--- src/rtl/multi_grant_arbiter.sv ---
// rtl/multi_grant_arbiter.sv - registered K-of-M grant selector (top-down, bottom-up, round-robin).
// Optional perf counters grant_cnt/stall_cnt are built when ARB_PERF_CNT_EN is defined.
module multi_grant_arbiter #(
  parameter int M = 16,
  parameter int K = 2,
  parameter int N = $clog2(M)
) (
  input  logic           clk,
  input  logic           rst_n,
  input  logic [M-1:0]   req,
  input  logic [1:0]     mode,
  input  logic           flush,
  input  logic           out_ready,
  output logic           out_valid,
  output logic [K-1:0]   grant_valid,
  output logic [K*N-1:0] grant_idx,
  output logic [M-1:0]   grant_onehot,
`ifdef ARB_PERF_CNT_EN
  output logic [31:0]    grant_cnt,
  output logic [31:0]    stall_cnt,
`endif
  output logic [N-1:0]   rr_ptr
);

  logic           advance;
  logic [K-1:0]   sel_valid;
  logic [K*N-1:0] sel_idx;
  logic [M-1:0]   sel_onehot;
  logic           any_sel;
  logic [N-1:0]   next_ptr;

  assign advance = !out_valid || out_ready;

  // Walk the M positions in priority order; each position is visited exactly once.
  always_comb begin
    int cnt;
    int p;
    int last;
    logic [N-1:0] pos;
    sel_valid  = '0;
    sel_idx    = '0;
    sel_onehot = '0;
    cnt        = 0;
    last       = 0;
    p          = 0;
    pos        = '0;
    for (int o = 0; o < M; o++) begin
      if (mode == 2'b00) begin
        p = M - 1 - o;
      end else if (mode == 2'b01) begin
        p = o;
      end else begin
        p = int'(rr_ptr) + o;
        if (p >= M) p = p - M;
      end
      pos = p[N-1:0];
      if (req[pos] && cnt < K) begin
        for (int j = 0; j < K; j++) begin
          if (j == cnt) begin
            sel_valid[j]        = 1'b1;
            sel_idx[j*N +: N]   = pos;
          end
        end
        sel_onehot[pos] = 1'b1;
        last            = p;
        cnt             = cnt + 1;
      end
    end
    any_sel  = (cnt > 0);
    // Explicit wrap keeps the pointer below M for non-power-of-2 M.
    next_ptr = (last >= M - 1) ? '0 : N'(last + 1);
  end

  always_ff @(posedge clk or negedge rst_n) begin
    if (!rst_n) begin
      out_valid    <= 1'b0;
      grant_valid  <= '0;
      grant_idx    <= '0;
      grant_onehot <= '0;
      rr_ptr       <= '0;
    end else if (flush) begin
      out_valid    <= 1'b0;
      grant_valid  <= '0;
      grant_idx    <= '0;
      grant_onehot <= '0;
      rr_ptr       <= '0;
    end else if (advance) begin
      out_valid    <= any_sel;
      grant_valid  <= sel_valid;
      grant_idx    <= sel_idx;
      grant_onehot <= sel_onehot;
      if (mode[1] && any_sel) rr_ptr <= next_ptr;
    end
  end

`ifdef ARB_PERF_CNT_EN
  logic [31:0] grant_pop;

  always_comb begin
    grant_pop = '0;
    for (int j = 0; j < K; j++) grant_pop = grant_pop + {31'b0, grant_valid[j]};
  end

  always_ff @(posedge clk or negedge rst_n) begin
    if (!rst_n) begin
      grant_cnt <= '0;
      stall_cnt <= '0;
    end else if (flush) begin
      grant_cnt <= '0;
      stall_cnt <= '0;
    end else begin
      if (out_valid && out_ready)  grant_cnt <= grant_cnt + grant_pop;
      if (out_valid && !out_ready) stall_cnt <= stall_cnt + 32'd1;
    end
  end
`endif

endmodule

--- config.mk ---
export PLATFORM = sky130hd
export DESIGN_NAME = multi_grant_arbiter
export DESIGN_NICKNAME = d
export VERILOG_FILES = /design/src/rtl/multi_grant_arbiter.sv
export SDC_FILE = /design/constraint.sdc
export NUM_CORES = 1
export LEC_CHECK = 0
export ABC_AREA = 1
export BUFFER_PORTS_ARGS = -buffer_cell sky130_fd_sc_hd__buf_4
export CAP_MARGIN = 20
export CELL_PAD_IN_SITES_DETAIL_PLACEMENT = 1
export CELL_PAD_IN_SITES_GLOBAL_PLACEMENT = 1
export CORE_ASPECT_RATIO = 0.9
export CORE_UTILIZATION = 45
export CTS_BUF_LIST = sky130_fd_sc_hd__clkbuf_4 sky130_fd_sc_hd__clkbuf_8
export DETAILED_ROUTE_END_ITERATION = 10
export PLACE_DENSITY = 0.88
export RECOVER_POWER = 25
export SLEW_MARGIN = 20
export SYNTH_ARGS = -nofsm -noshare
export SYNTH_HDL_FRONTEND = slang
export SYNTH_SLANG_ARGS = --single-unit
--- constraint.sdc ---
create_clock -name clk -period 14.4 [get_ports clk]
set_input_delay 1.44 -clock clk [delete_from_list [all_inputs] [get_ports clk]]
set_output_delay 1.44 -clock clk [all_outputs]
set_load 0.1 [all_outputs]
After elaboration in Yosys (flattened, before gate mapping)
Cells that the tools add are included.
- bits in latches: 0
- RAM bits: 0
- memory bits (read-only): 0
- memories kept: 0
- output and inout port bits: 31
- bits in registers: 31
- input port bits: 22
- magnitude comparators: 65
- reductions and logical operators: 53
- bitwise operators: 15
- multiplexer cells: 264
- shifts and indexed selects: 0
- $add $sub $neg: 47
- equality and inequality tests: 16
- divide/modulo/power cells: 0
- multiply operators: 0
- operators by type and width (operator ; count):
    $mux W32 ; 79
    $add A32 B2 Y32 const B ; 15
    $eq A2 B32 Y1 const A ; 15
    $logic_not A32 Y1 ; 15
    $lt A32 B3 Y1 const B ; 15
    $mux W16 ; 18
    $or A16 B16 Y16 ; 15
    $mux W4 ; 35
    $mux W8 ; 17
    $sub A5 B5 Y6 const B ; 15
    $lt A4 B5 Y1 const B ; 16
    $ge A5 B5 Y1 const B ; 15
    $mux W1 ; 66
    $bmux W1 S4 ; 16
    $demux W1 S4 ; 16
    $ge A4 B1 Y1 const B ; 16
    $add A4 B4 Y5 const B ; 8
    $mux W2 ; 17
    $ge A32 B5 Y1 const B ; 1
    $gt A32 B1 Y1 const B ; 1
    $logic_and A1 B1 Y1 ; 32
    $add A4 B3 Y5 const B ; 4
    $add A4 B2 Y5 const B ; 2
    $sub A4 B5 Y6 const B ; 1
    other kinds (9) ; 10

Depth between registers and ports, before layout
Gate-level depths: netlist of the first run.
- word-level depth: 57
- gate-level depth with buffers: 81

Worst setup path before layout of the first run
OpenSTA, ideal clock, no wires.
- path kind: input -> register
- start: input mode[1]
- end: register rr_ptr[2]
- stages: 78
- data required time: 14.332 ns
- arrival: 11.461 ns
- slack: 2.871 ns
- path buffers: 4
- library setup time: 0.068 ns
- cells stage by stage: buf_4 > nand2_4 > nand2_4 > buf_6 > nand2_1 > nand3_1 > nand3_1 > nand3_2 > nand2_2 > buf_6 > inv_4 > buf_2 > ha_1 > or2_1 > nand2_2 > inv_1 > ha_1 > inv_1 > (+42 left out) > ha_1 > inv_1 > nand3_1 > nand2_1 > inv_1 > ha_1 > inv_1 > a21oi_1 > inv_1 > ha_1 > nand4_1 > nand2_1 > nand3b_1 > nand2_1 > inv_2 > nor2_4 > nand2_1 > nand2_1
- cells in the longest elaborated chain, start to end: 56
- elaborated cells on any way between the ends: 153
- ends and longest elaborated chain (element ; line ; source):
    start, declared ; 11 ; input logic [1:0] mode,
    $eq A2 B1 Y1 ; 50 ; end else if (mode == 2'b01) begin
    $mux W32 ; 50 ;
    $mux W32 ; 48 ; if (mode == 2'b00) begin
    $bmux W1 S4 ; 57 ; if (req[pos] && cnt < K) begin
    $mux W1 (not written as such) ; 57 ;
    $mux W1 ; 57 ;
    $lt A32 B3 Y1 ; 57 ;
    $logic_and A1 B1 Y1 ; 57 ;
    (+40 left out) ; -- ;
    $lt A32 B3 Y1 ; 57 ;
    $logic_and A1 B1 Y1 ; 57 ;
    $mux W32 ; 57 ;
    $ge A32 B5 Y1 or $add A4 B2 Y4 (tied branches) ; 71 ; next_ptr = (last >= M - 1) ? '0 : N'(last + 1);
    $mux W4 ; 71 ;
    $mux W4 ; 92 ; if (mode[1] && any_sel) rr_ptr <= next_ptr;
    $mux W4 ; 87 ; end else if (advance) begin
    $mux W4 ; 81 ; end else if (flush) begin
    end signal, assigned ; 92 ;
    end, declared ; 22 ; output logic [N-1:0] rr_ptr
Parallel ways exist; a longest one is shown, timed or not. The select of a mux whose other input is x is not followed.
A chain may end at the register's enable or synchronous reset.

Worst setup path after layout of the first run
- start: input mode[1]
- end: register grant_valid[1]
- cells in the longest elaborated chain, start to end: 53
- elaborated cells on any way between the ends: 172
- ends and longest elaborated chain (element ; line ; source):
    $eq A2 B1 Y1 ; 50 ;
    $mux W32 ; 50 ;
    $mux W32 ; 48 ;
    $bmux W1 S4 ; 57 ;
    $mux W1 (not written as such) ; 57 ;
    $mux W1 ; 57 ;
    $lt A32 B3 Y1 ; 57 ;
    $logic_and A1 B1 Y1 ; 57 ;
    (+37 left out) ; -- ;
    $lt A32 B3 Y1 ; 57 ;
    $logic_and A1 B1 Y1 ; 57 ;
    $mux W32 ; 57 ;
    $lt A32 B3 Y1 or $eq A2 B32 Y1 (tied branches) ; 57, 59 ;
    $logic_and A1 B1 Y1 or $mux W1 (tied branches) ; 57, 59 ;
    $mux W2 * ; 57 ;
    $mux W2 * ; 87 ;
    $mux W2 * ; 81 ;
    end signal, assigned ; 89 ; grant_valid <= sel_valid;
    end, declared ; 15 ; output logic [K-1:0] grant_valid,
Mark *: on every way between the ends. The rest lies on a longest branch, timed or not. The select of a mux whose other input is x is not followed.

==> results.md, run 1 <==
Floorplan:
- The effective utilization at floorplan is 45.9%.
- The row count is 47.
- Measured along the y axis, the die boundary spans 132 um.
- The die outline area is 19300 sq um.
- The placeable core region is 18400 sq um.
- The floorplan step set the die width to 146 um.
- The top-level port count is 53.

Clock tree:
- TritonCTS built the clock tree.
- The root buffer cell chosen for the clock tree is sky130_fd_sc_hd__clkbuf_8.
- The buffer levels on the longest clock path is 2.
- Clock-pin slew was measured on the worst setup and hold paths at 0.08 ns.
- The clock insertion delay at the later pin of the skew report is 0.31 ns.
- The clock sink count is 31.
- TritonCTS created 5 clock buffers.
- After clock tree synthesis, the flow added hold-fix buffers numbering 0.
- The H-tree depth reported by CTS is 2.

Run:
- The number of maximum-capacitance constraint violations is 1.

Synth:
- The share of synthesized flip-flops with an asynchronous set or reset is 100%.
- Each instance of the synthesized netlist takes up on average 5.73 sq um.
- The xor and xnor area share after synthesis is 2.55%.
- The main combinational cell family by area after synthesis is simple AND/OR/NAND/NOR gates.
- The synthesized netlist devotes 25.0% of its cell area to compound gates.
- The adder-cell share of the synthesized area is 8.59%.
- The synthesized design contains 31 register bits.
- Sequential cells were found to cover 9.19% of the synthesized design area.
- The most used flip-flop cell after synthesis is sky130_fd_sc_hd__dfrtp_1.
- Ranked by instance count, the synthesized netlist is headed by sky130_fd_sc_hd__nand2_1 (425), sky130_fd_sc_hd__nor2_1 (154), sky130_fd_sc_hd__inv_1 (150), sky130_fd_sc_hd__nand3_1 (103), sky130_fd_sc_hd__o21ai_0 (102).
- Ranked by total cell area, the synthesized netlist is headed by sky130_fd_sc_hd__nand2_1 (19%), sky130_fd_sc_hd__dfrtp_1 (9.2%), sky130_fd_sc_hd__ha_1 (8.6%), sky130_fd_sc_hd__nor2_1 (6.8%), sky130_fd_sc_hd__inv_1 (6.7%).
- The number of nets handed over by synthesis was 1553.
- The number of flops mapped to enable cells by yosys is 0.
- Synthesis produced a netlist whose cell count is 1473.
- The count of unique library cells instantiated by Yosys is 56.
- sky130_fd_sc_hd__nand2_1 is the most common cell in the netlist.
- The library cell with the largest summed area after synthesis is sky130_fd_sc_hd__nand2_1.
- Summing every instance area after synthesis gives 8440 sq um.
- The count of synthesis-stage warnings from yosys is 0.
- The portion of netlist area occupied by mux cells is 0%.
- The share of synthesized cell area in and, or, nand and nor gates is 42.3%.
- The share of Yosys cell area claimed by the top area cell type is 18.9%.

Timing:
- Setup repair after global routing left no endpoint under its margin.
- Setup violations remaining at the end of the flow were counted as 0.
- The final critical delay including setup and external delays is 13.48 ns.
- The final clock skew is 0.00586 ns.
- The final-report hold violation count is 0.
- Timing would allow up to 74.2 MHz.
- The worst-case headroom to the max-slew limit is -25.6%.
- For the pin with the worst max-slew slack, the measured transition is 1.88 ns.
- Dividing the final minimum period by the clock period gives 93.6%.
- The final count of pins violating max slew is 32.
- The final setup TNS is 0 ns.

Setup path:
- The category of the worst setup path capture point is a register.
- For the worst setup path, the data required time is 14.56 ns.
- The biggest cell delay along the critical path is 0.45 ns.
- The worst setup path is launched from a primary input.
- The critical path class is in -> reg.
- By instance count, the cell type seen most on the critical path is sky130_fd_sc_hd__inv_1.
- In this run the worst path has a maximum fanout of 20.
- The setup slack of the worst register-to-register path is 1.54 ns.
- The worst path arrival time is 13.64 ns.
- Among all stages on the critical path, the largest delay is contributed by sky130_fd_sc_hd__nor4_1.

Routing:
- Dividing the detail-routed wire length by the instance count gives 22.5 um.
- For this run, design rule violations remaining after detail routing come to 2.
- After detailed routing, the total wire length is 39.1 mm.
- In the routed layout, each cell is associated on average with a via count of 6.39.
- The first detailed-routing pass took 9 iterations.
- The routed layout has 11100 vias.
- The final antenna-violating net count is 0.
- The number of DRC violations after detailed-routing iteration 0 is 1322.

Worst hold path:
- The path class of the tightest hold or removal check is reg -> reg.

Place:
- Once placement completed, the tool counted placed cells totaling 1728.
- The standard cell area after detailed placement is 9020 sq um.
- The routability-driven placement congestion ratio is 1.00.
- Detailed placement finished with a half-perimeter wire length of 29.3 mm.
- The count of buffers added on input and output ports is 52.

Global route:
- For this run the aggregate overflow at the end of global routing stands at 0.
- The global-route wire length before repair is 61.5 mm.
- The via count of the first global-routing pass is 11100.
- The initial antenna violation count is 0.
- Entering global routing, the biggest net connects 32 pins.
- Global routing used 40.4% of the available tracks.

Cells and area:
- The number of antenna diodes is 0.
- Summing all non-filler instances in the final layout gives an area of 9140 sq um.
- The number of nets in the final layout is 1572.
- The proportion of layout cells with a drive suffix above 1 is 12.9%.
- The area growth from synthesis to layout is 8.21%.
- For this run, the number of standard cells in the final layout without fillers is 1737.

Status:
- The flow ran to the end, but the final reports show violations.
- The checks that failed: design-rule violations, max-capacitance violations, max-slew violations.
==> layout by cell type, fill, tap and decap left out, types with 13 or more instances in the layout <==
master	instances
sky130_fd_sc_hd__nand2_1	425
sky130_fd_sc_hd__nor2_1	154
sky130_fd_sc_hd__inv_1	149
sky130_fd_sc_hd__nand3_1	102
sky130_fd_sc_hd__o21ai_0	102
sky130_fd_sc_hd__buf_4	85
sky130_fd_sc_hd__o211ai_1	71
sky130_fd_sc_hd__ha_1	58
sky130_fd_sc_hd__nand4_1	33
sky130_fd_sc_hd__dfrtp_1	31
sky130_fd_sc_hd__nor3_1	24
sky130_fd_sc_hd__a21oi_1	22
sky130_fd_sc_hd__o22ai_1	22
sky130_fd_sc_hd__nand2_2	21
sky130_fd_sc_hd__a221oi_1	20
sky130_fd_sc_hd__inv_2	19
sky130_fd_sc_hd__a211oi_1	15
sky130_fd_sc_hd__o21ai_1	13
==> path summary, 6_finish.rpt <==
path | from | end | depth (start not counted)
setup / recovery | mode[1] | grant_valid[1] | 70
hold / removal | grant_idx[4] | grant_idx[4] | 2
setup reg to reg | rr_ptr[2] | grant_valid[1] | 69
hold reg to reg | grant_idx[4] | grant_idx[4] | 2
max in group asynchronous | rst_n | grant_onehot[15] | 1
min in group asynchronous | rst_n | grant_onehot[3] | 1
==> through the flow <==
stage                     setup WS, ns  hold WS, ns  util (%)
after floorplan                   2.87        0.972         -
after global placement            1.21        0.516      49.0
after detailed placement         0.489        0.522      49.0
after CTS                        0.813        0.536      49.5
after global routing             0.144        0.566      49.6
final                            0.916        0.535      49.6
==> sequential cells by signal, indices dropped and copies added (netlist names) <==
register and flops:
grant_onehot 16, grant_idx 8, rr_ptr 4, grant_valid 2, out_valid 1
==> area by class of cell <==
type	count	area [sq um]
clock buffers	6	82.6
clock inverters	1	5.00
fillers	2693	9270
inverters	177	674
multi-input cells	1191	6650
flip-flops and latches	31	776
well taps	245	307
repair buffers	86	642
==> routing by layer <==
metal / vias up / track usage, % / share of wire, %
met5: - / 1.75 / 0
met4: 0 / 16.4 / 4.4
met3: 158 / 9.10 / 11
met2: 691 / 60.1 / 41
met1: 5230 / 55.8 / 43
li1: 5027 / - / -
==> worst max-delay path, delay by kind of cell <==
| kind | cells | cell delay (ns) |
|---|---|---|
| simple gates | 29 | 4.53 |
| buf+inv | 25 | 3.24 |
| fa+ha+maj | 10 | 2.97 |
| xor+xnor | 3 | 0.73 |
| compound gates | 3 | 0.70 |
==> kinds of logic after synthesis <==
logic type / count (synthesis)
AND/OR/NAND/NOR: 806
AO/OA/AOI/OAI: 317
buffers and inverters: 251
adder cells (fa/ha/maj): 58
flip-flops: 31
XOR/XNOR: 10
==> what timing repair did <==
item / 4_1_cts / 5_1_grt
setup buffers: 0 / 2
setup endpoints to repair: 0 / 9
resized for setup: 0 / 6
Power of run 1 is left out: the tool's default activity adds up to more than one toggle a clock period on the data nets, which glitch-free logic cannot reach.
==> run 2, diff against run 1 <==
--- a/config.mk
+++ b/config.mk
@@ -11,10 +11,10 @@
 export CELL_PAD_IN_SITES_DETAIL_PLACEMENT = 1
 export CELL_PAD_IN_SITES_GLOBAL_PLACEMENT = 1
 export CORE_ASPECT_RATIO = 0.9
-export CORE_UTILIZATION = 45
+export CORE_UTILIZATION = 40
 export CTS_BUF_LIST = sky130_fd_sc_hd__clkbuf_4 sky130_fd_sc_hd__clkbuf_8
 export DETAILED_ROUTE_END_ITERATION = 10
-export PLACE_DENSITY = 0.88
+export PLACE_DENSITY = 0.8
 export RECOVER_POWER = 25
 export SLEW_MARGIN = 20
 export SYNTH_ARGS = -nofsm -noshare
==> constraint.sdc (replaced) <==
create_clock -name clk -period 14.4 [get_ports clk]
set_input_delay 2.88 -clock clk [delete_from_list [all_inputs] [get_ports clk]]
set_output_delay 2.88 -clock clk [all_outputs]
set_load 0.1 [all_outputs]
==> run 2 against run 1 <==
Against the previous run:
- the run ends with max-capacitance violations, max-slew violations left
- cell count rose by 3.7%
- sequential cell count unchanged
- highest routed layer is now met5
- global-route usage down 3.8 points
- largest cell class unchanged
- critical path type unchanged
- critical endpoint is now grant_valid[0]
- register-to-register slack better by 0.69 ns
- maximum frequency down 2.1%
- via count rose by 1.4%
- wire length rose by 4.3%
- critical path depth up 5
- setup slack got worse by 0.30 ns
- count of clock-buffer cells in the layout is 1 lower
==> results.md, run 2 (synthesis gave the netlist of run 1 again) <==
Clock tree:
- The buffer levels on the longest clock path is 2 (unchanged).
- The clock sink count is 31 (unchanged).
- The CTS tree is yes.
- The number of buffers inserted by hold repair at cts is 0 (unchanged).
- The buffer cell driving the clock tree root is sky130_fd_sc_hd__clkbuf_8.
- The clock insertion delay at the later pin of the skew report is 0.29 ns (-0.02 ns).
- The H-tree depth reported by CTS is 2 (unchanged).
- The CTS buffer count is 5 (unchanged).
- The clock transition at the registers of the reported paths is 0.07 ns (about the same).

Global route:
- The global-route wire length before repair is 61.5 mm (about the same).
- The total congestion overflow is 0 (unchanged).
- The all-layer global routing usage is 36.6% (-3.8 points).
- The initial antenna violation count came to 1 (+1).
- The via count of the first global-routing pass is 11000 (-0.41%).
- The largest net degree at the start of global routing came to 32 (unchanged).

Place:
- The sum of net half-perimeters after detailed placement came to 30.0 mm (+2.3%).
- The post-place setup slack was -0.252 ns (-0.741 ns).
- The standard cell area after detailed placement was 9100 sq um (+0.93%).
- The routability-driven placement congestion ratio is 0.986 (-1.9%).
- The number of buffer cells added on primary ports is 52 (unchanged).

Setup path:
- The endpoint of the lowest-slack register-to-register path is grant_valid[0].
- The worst setup path is of the in -> reg kind.
- The required time of the worst setup path is 14.54 ns (-0.02 ns).
- Counting stages on the worst path, the most repeated cell is sky130_fd_sc_hd__inv_1.
- The worst path arrival time is 13.92 ns (+0.28 ns).
- The startpoint of the most critical register-to-register path is rr_ptr[1].
- The path depth of the worst reg2reg path came to 74 (+7.2%).
- The slowest stage of the critical path belongs to the cell sky130_fd_sc_hd__nor3b_1.
- The biggest cell delay along the critical path came to 0.40 ns (-0.05 ns).
- The kind of start point of the critical path is a primary input.
- The setup slack of the worst register-to-register path was 2.23 ns (+0.69 ns).
- The highest fanout seen on the critical path is 11 (-45%).
- The category of the worst setup path capture point is a register.

Timing:
- The final count of pins violating max slew is 32 (unchanged).
- The maximum frequency from static timing analysis is 72.6 MHz (-2.1%).
- The final critical delay including setup and external delays is 13.78 ns (+0.296 ns).
- The final critical-path setup slack is 0.620 ns (-0.296 ns).
- The actual transition at the worst max-transition pin is 1.72 ns (-0.164 ns).
- The final setup violation count was 0 (unchanged).
- The ratio of final minimum period to clock period came to 95.7% (+2.1 points).
- The final-report hold violation count was 0 (unchanged).
- The worst-case headroom to the max-slew limit came to -14.7% (+11 points).
- The final clock skew is 0.00612 ns (+0.000259 ns).

Routing:
- The length of the first detailed-routing pass in iterations is 5 (-4).
- The total wirelength of the detailed-routed design was 40.8 mm (+4.3%).
- The via-per-instance ratio was 6.25 (-2.3%).
- The number of DRC violations after detailed-routing iteration 0 is 1199 (-9.3%).
- The average wire per cell in the routed design is 22.6 um (+0.49%).
- The detailed route wirelength on metal3 is 4.76 mm (+7.1%).
- The met1 routed wirelength after detailed routing was 16.7 mm (-1.1%).
- The number of design rule violations left after detail routing was 0 (-2).
- The count of vias placed by the detailed router is 11300 (+1.4%).
- The routed length on met2 is 17.2 mm (+6.9%).
- The top layer reached by signal wires is met5.
- The final antenna-violating net count is 0 (unchanged).

Floorplan:
- The y dimension of the die is 140 um (+6.0%).
- The placeable core region is 20800 sq um (+13%).
- The row count is 50 (+6.4%).
- The effective utilization at floorplan is 40.7% (-5.2 points).
- The horizontal extent of the die is 155 um (+6.0%).
- The top-level port count is 53 (unchanged).
- The die outline area is 21700 sq um (+12%).

Worst hold path:
- The worst hold path depth is 2 (unchanged).
- For hold timing, the worst endpoint is grant_idx[5].
- The class of the tightest hold or removal check is reg -> reg.
- The start point of the worst min-delay path is grant_idx[5].

Cells and area:
- Compared with the post-synthesis result, the final layout area differs by 12.3%.
- The post-route core utilization is 45.7% (-4.0 points).
- The design area is 9490 sq um (+3.8%).
- The number of antenna diodes is 0 (unchanged).
- The library cells used most frequently in the layout, excluding fill and tap cells, are sky130_fd_sc_hd__nand2_1 (419), sky130_fd_sc_hd__nor2_1 (153), sky130_fd_sc_hd__inv_1 (148).
- The register with the most flip-flops in the final layout is grant_onehot.
- The largest registers in the layout are grant_onehot (16), grant_idx (8), rr_ptr (4).
- The number of fillers in the final layout is 2949 (+9.5%).
- The number of nets in the final layout was 1595 (+1.5%).
- The proportion of layout cells with a drive suffix above 1 came to 14.8% (+2.0 points).
- The most common library cell in the layout ignoring fill and taps is sky130_fd_sc_hd__nand2_1.
- The number of flip-flops in the largest register is 16 (unchanged).

Status:
- The final reports fail on max-capacitance violations, max-slew violations.
- The run finished, with violations left.

Run:
- The number of maximum-capacitance constraint violations is 1 (unchanged).
==> run 2: cell count changes in the layout (fill, tap and decap cells not counted), sizes merged <==
cell / delta
clkinv: +2
buf: +21
clkbuf: -1
nand2: +2
==> run 2: worst max-delay path by stage <==
stage / startpoint / end / slack (ns) / cells past startpoint
4_1_cts: mode[1] / rr_ptr[0] / 0.04 / 73
2_1_floorplan: mode[1] / rr_ptr[2] / 1.43 / 78
5_1_grt: mode[1] / rr_ptr[0] / -0.23 / 79
6_report: mode[1] / grant_valid[0] / 0.62 / 75
3_3_place_gp: mode[1] / grant_valid[0] / 0.37 / 70
3_5_place_dp: mode[1] / rr_ptr[0] / -0.25 / 71
==> run 2: critical path: cells and delay by family <==
kind,cells,cell delay (ns)
AO/OA/AOI/OAI,4,0.49
buffers and inverters,28,2.61
AND/OR/NAND/NOR,30,4.08
adder cells (fa/ha/maj),13,3.76
==> run 2: layer usage <==
layer  track usage [%]  vias to the layer above
met5                 0                        -
met4              17.0                        2
met3              8.88                      177
met2              56.3                      656
met1              47.9                     5347
li1                  -                     5074
==> run 2: final cells by class <==
cell class	count	area, sq um	area share, %
multi-input cells	1193	6780	71.5
well taps	286	358	3.77
clock buffers	5	68.8	0.725
flip-flops and latches	31	776	8.18
repair buffers	107	808	8.52
inverters	177	682	7.19
clock inverters	3	15.0	0.158
==> run 2: timing repair <==
item	4_1_cts	5_1_grt
setup buffers	0	17
pin swaps	0	12
gates cloned	0	3
setup endpoints to repair	1	31
resized for setup	2	32
==> run 2: metrics by stage <==
stage	hold WS, ns	setup TNS, ns	instances
2_1_floorplan	0.972	0	1473
5_1_grt	0.545	-0.985	1802
3_5_place_dp	0.525	-1.24	1774
6_report	0.530	0	1802
4_1_cts	0.540	0	1782
3_3_place_gp	0.516	0	1774
Power of run 2 is left out for the same reason.
